### src/rtl/digit_scanner.sv
// digit_scanner: time-multiplexes BCD digits onto one seven-segment decoder
// with decimal points, leading-zero blanking, inter-digit gap and scan enable.

package digit_scanner_pkg;
    typedef logic [3:0] BCDnumber_t;
endpackage

module digit_scanner
    import digit_scanner_pkg::*;
#(
    parameter int NRO_DIGITOS = 4,
    parameter int NRO_SELECT  = 6,
    parameter int BLANK_TICKS = 0
) (
    input  logic                          clk,
    input  logic                          rst,
    input  logic                          tick,
    input  logic                          en,
    input  logic                          lz_blank,
    input  BCDnumber_t [NRO_DIGITOS-1:0]  num,
    input  logic       [NRO_DIGITOS-1:0]  dp,
    output logic       [NRO_SELECT-1:0]   out_digit_select,
    output BCDnumber_t                    out_digit_number,
    output logic                          out_dp,
    output logic                          out_blank
);

    localparam int IW = (NRO_DIGITOS > 1) ? $clog2(NRO_DIGITOS) : 1;
    localparam int GC = $clog2(BLANK_TICKS + 1);
    localparam int GW = (GC > 1) ? GC : 1;
    localparam logic [IW-1:0] IDX_LAST = IW'(NRO_DIGITOS - 1);
    localparam logic [GW-1:0] GAP_LAST = GW'(BLANK_TICKS - 1);

    typedef enum logic {
        SHOW,
        GAP
    } phase_t;

    logic [IW-1:0]          idx;
    logic [IW-1:0]          idx_nxt;
    phase_t                 phase;
    logic [GW-1:0]          gap_cnt;
    logic [NRO_DIGITOS:0]   zero_from;
    logic [NRO_DIGITOS-1:0] supp;
    logic                   lit;

    assign idx_nxt = (idx == IDX_LAST) ? '0 : idx + 1'b1;

    // Scan sequencer: one slot or gap step per tick, held at digit 0 while disabled.
    always_ff @(posedge clk or posedge rst) begin
        if (rst) begin
            idx     <= '0;
            phase   <= SHOW;
            gap_cnt <= '0;
        end else if (!en) begin
            idx     <= '0;
            phase   <= SHOW;
            gap_cnt <= '0;
        end else if (tick) begin
            if (phase == SHOW) begin
                if (BLANK_TICKS == 0) begin
                    idx <= idx_nxt;
                end else begin
                    phase   <= GAP;
                    gap_cnt <= '0;
                end
            end else if (gap_cnt == GAP_LAST) begin
                idx   <= idx_nxt;
                phase <= SHOW;
            end else begin
                gap_cnt <= gap_cnt + 1'b1;
            end
        end
    end

    // A digit is a leading zero when it and every more significant digit are 0.
    always_comb begin
        zero_from              = '0;
        zero_from[NRO_DIGITOS] = 1'b1;
        supp                   = '0;
        for (int i = NRO_DIGITOS - 1; i >= 0; i--) begin
            zero_from[i] = zero_from[i+1] & (num[i] == 4'd0);
        end
        for (int i = 1; i < NRO_DIGITOS; i++) begin
            supp[i] = lz_blank & zero_from[i] & ~dp[i];
        end
    end

    // Outputs follow the current data directly; only the scan position is stored.
    always_comb begin
        lit              = en & (phase == SHOW) & ~supp[idx];
        out_digit_select = '1;
        out_digit_number = 4'd0;
        out_dp           = 1'b0;
        out_blank        = ~lit;
        if (lit) begin
            out_digit_select[idx] = 1'b0;
            out_digit_number      = num[idx];
            out_dp                = dp[idx];
        end
    end

endmodule

### config.mk
export PLATFORM = sky130hd
export DESIGN_NAME = digit_scanner
export DESIGN_NICKNAME = d
export VERILOG_FILES = /design/src/rtl/digit_scanner.sv
export SDC_FILE = /design/constraint.sdc
export NUM_CORES = 1
export LEC_CHECK = 0
export ABC_AREA = 1
export CELL_PAD_IN_SITES_DETAIL_PLACEMENT = 0
export CELL_PAD_IN_SITES_GLOBAL_PLACEMENT = 2
export CORE_AREA = 3 3 61 63
export DETAILED_ROUTE_END_ITERATION = 12
export DIE_AREA = 0 0 64 66
export PLACE_DENSITY = 0.8
export SETUP_SLACK_MARGIN = 0.15
export SLEW_MARGIN = 20
export SYNTH_ARGS = -nofsm -noshare
export SYNTH_HDL_FRONTEND = slang
export SYNTH_SLANG_ARGS = --single-unit
export TNS_END_PERCENT = 5
### constraint.sdc
create_clock -name clk -period 2.8 [get_ports clk]
set_input_delay 0.84 -clock clk [delete_from_list [all_inputs] [get_ports clk]]
set_output_delay 0.84 -clock clk [all_outputs]
set_load 0.01 [all_outputs]
==> impl_metrics.toml <==
[critical_path]
r2r_cells = 5
timing.rr.end = "idx[1]"
endpoint = "out_digit_number[1]"
cp-start-kind = "input port"
crit_start = "num[1]"
reg2reg_slack_ns = 1.47
path_max_fanout = 1
crit_required_ns = 1.96
rr_startpoint = "idx[0]"
arrival_ns = 1.73
end_kind = "output port"
crit_type = "input port to output port"

[final_layout]
fillers = 387
insertedDiodeCount = 0
drive_gt1_share_pct = 43.1
areaGrowthSynthToFinish_pct = 93.4
nets = 161
stdcell_count = 176

[clocking]
numCtsBuffers = 3
clk_transition_reported_paths_ns = 0.03
cts_tree = "done"
postCtsHoldBufs = 0
cts_htree_levels = 1
clock_latency_ns = 0.23
clock_sinks = 4
cts_buffer_depth = 2
root_buffer = "clkbuf_4"

[floorplanning]
die-area_sq_um = 4220
coreArea_sq_um = 3280
die_h_um = 66
ios = 37
num_rows = 21
die_w_um = 64
initial_core_util_pct = 15.5

[placed_design]
port_buffers = 34
pre_cts_slack_ns = -0.544
place_inst = 171
routabilityCongestion = 0.785
place_hpwl_mm = 1.51

[detailed_routing]
vias_per_cell = 4.02
dr_total_vias = 708
wire_per_inst_um = 11.1
wl_mm = 1.96
drc = 0
postRouteAntennaNets = 0
first_pass_iters = 4
drt_iter0_drc = 23

[worst_hold_path]
hold_path.class = "flip-flop to flip-flop"

[global_routing]
grt_pass1_wl_mm = 3.22
grt_pass1_vias = 731
grt_overflow = 0
antenna_found_initial = 0
grt_max_degree = 14
grt.total_usage_pct = 9.61

[timing]
hold_viol = 0
rsz0062_at_grt = "true"
slew_violations = 0
setup_tns_ns = 0
setup_slack_ns = 0.231
finalCritPeriodShare_pct = 91.7
fin_skew_ns = 0.00337
period_needed_ns = 2.57
max_freq_ghz = 0.389
setup_viol = 0
fin_hold_ws_ns = 0.479

[synth]
synth_cell_types = 17
synth.most_common_cell = "nor2_1"
ys_ff_latch = 4
synth_top_area_share_pct = 19.7
synth.area.top_cells = "dfrtp_1, nor2_1, nand3_1"
yosysTopAreaCell = "dfrtp_1"
synth_area_sq_um = 509
synth-edff-count = 0
yosysWarnings = 0
async_reset_ff_share_pct = 100
yosysSeqAreaShare_pct = 19.7
avgSynthCellArea_sq_um = 5.92
netlist_instances = 86
synthFlopType = "dfrtp_1"
synthTopCellsByCount = "nor2_1, nand3_1, o21ai_0"

[pwr]
power_mw = 0.318
clkPwrFrac_pct = 22.3
power.density_nw_per_um2 = 323
p_leak_nw = 0.477
peakVddDrop_mv = 0.214
combinationalPowerShare_pct = 56.6
p_seq_share_pct = 21.1
p_int_mw = 0.195
sw_frac_of_total_pct = 38.7
netSwitchingPower_mw = 0.123

[flow_run]
cap_violations = 0

[run_status]
status = "finished clean"
==> how the worst min path moves through the flow <==
stage,start,end,slack (ns),cells after the start
after floorplan,gap_cnt,phase,0.44,1
after global placement,gap_cnt,phase,0.45,1
after detailed placement,gap_cnt,phase,0.47,1
after CTS,gap_cnt,phase,0.48,1
after global routing,gap_cnt,phase,0.51,1
final,gap_cnt,phase,0.48,1
==> critical path, cell delays in order <==
cell	delay, ns
clkdlybuf4s50_1	0.45
nor2_1	0.04
o22ai_1	0.13
inv_1	0.05
nor2_1	0.08
buf_2	0.14
==> stage by stage <==
stage / util (%) / area [sq um]
6_report: 30.0 / 985
5_1_grt: 30.0 / 985
4_1_cts: 30.8 / 1010
3_5_place_dp: 28.8 / 947
3_3_place_gp: 28.8 / 947
2_1_floorplan: - / 513
==> power groups by stage <==
stage / Combinational, mW / Sequential (mW) / Clock, mW
floorplan: 0.0815 / 0.0689 / 0
global placement: 0.180 / 0.0679 / 0
detailed placement: 0.179 / 0.0682 / 0
CTS: 0.178 / 0.0676 / 0.0742
global route: 0.200 / 0.0679 / 0.0811
finish: 0.180 / 0.0671 / 0.0708
==> kinds of logic after synthesis <==
family	share of synthesized area [%]
simple gates	36.9
fa+ha+maj	9.83
buf+inv	12.8
flops	19.7
compound gates	20.1
other cells	0.736
==> cell type report <==
type,count,area [sq um],share of cell area (%)
multi-input cells,68,427,43.3
repair buffers,44,337,34.2
flip-flops and latches,4,100,10.2
well taps,46,57.6,5.84
inverters,11,41.3,4.19
clock buffers,3,22.5,2.29
==> state kept, by name, indices dropped and copies added (netlist names) <==
name / count
gap_cnt: 1
idx: 2
phase: 1
==> cells in the final DEF, fill, tap and decap left out, types with 4 or more instances in the layout <==
cell and count:
buf_2 8, buf_4 8, clkdlybuf4s50_1 7, buf_6 7, dfrtp_1 4, o21ai_0 11, ha_1 4, clkbuf_2 10
nand3_1 8, inv_1 8, nand2_1 7, nor2_2 8, nor2_1 12
==> layer usage <==
metal  track usage, %  routed length, um  up-vias
li1                 -                  -      370
met1             11.3                857      309
met2             16.8                949       29
met3             3.57                150        0
met4             1.62                  0        0
met5                0                  0        -
==> timing repair <==
action                                  CTS  global route
gates cloned                              0             0
gates resized for setup                  86            30
endpoints found under the setup margin   10            10
setup buffers                             2             0
pin swaps                                14            17
Note: power is estimated with default switching activity, not from simulation.
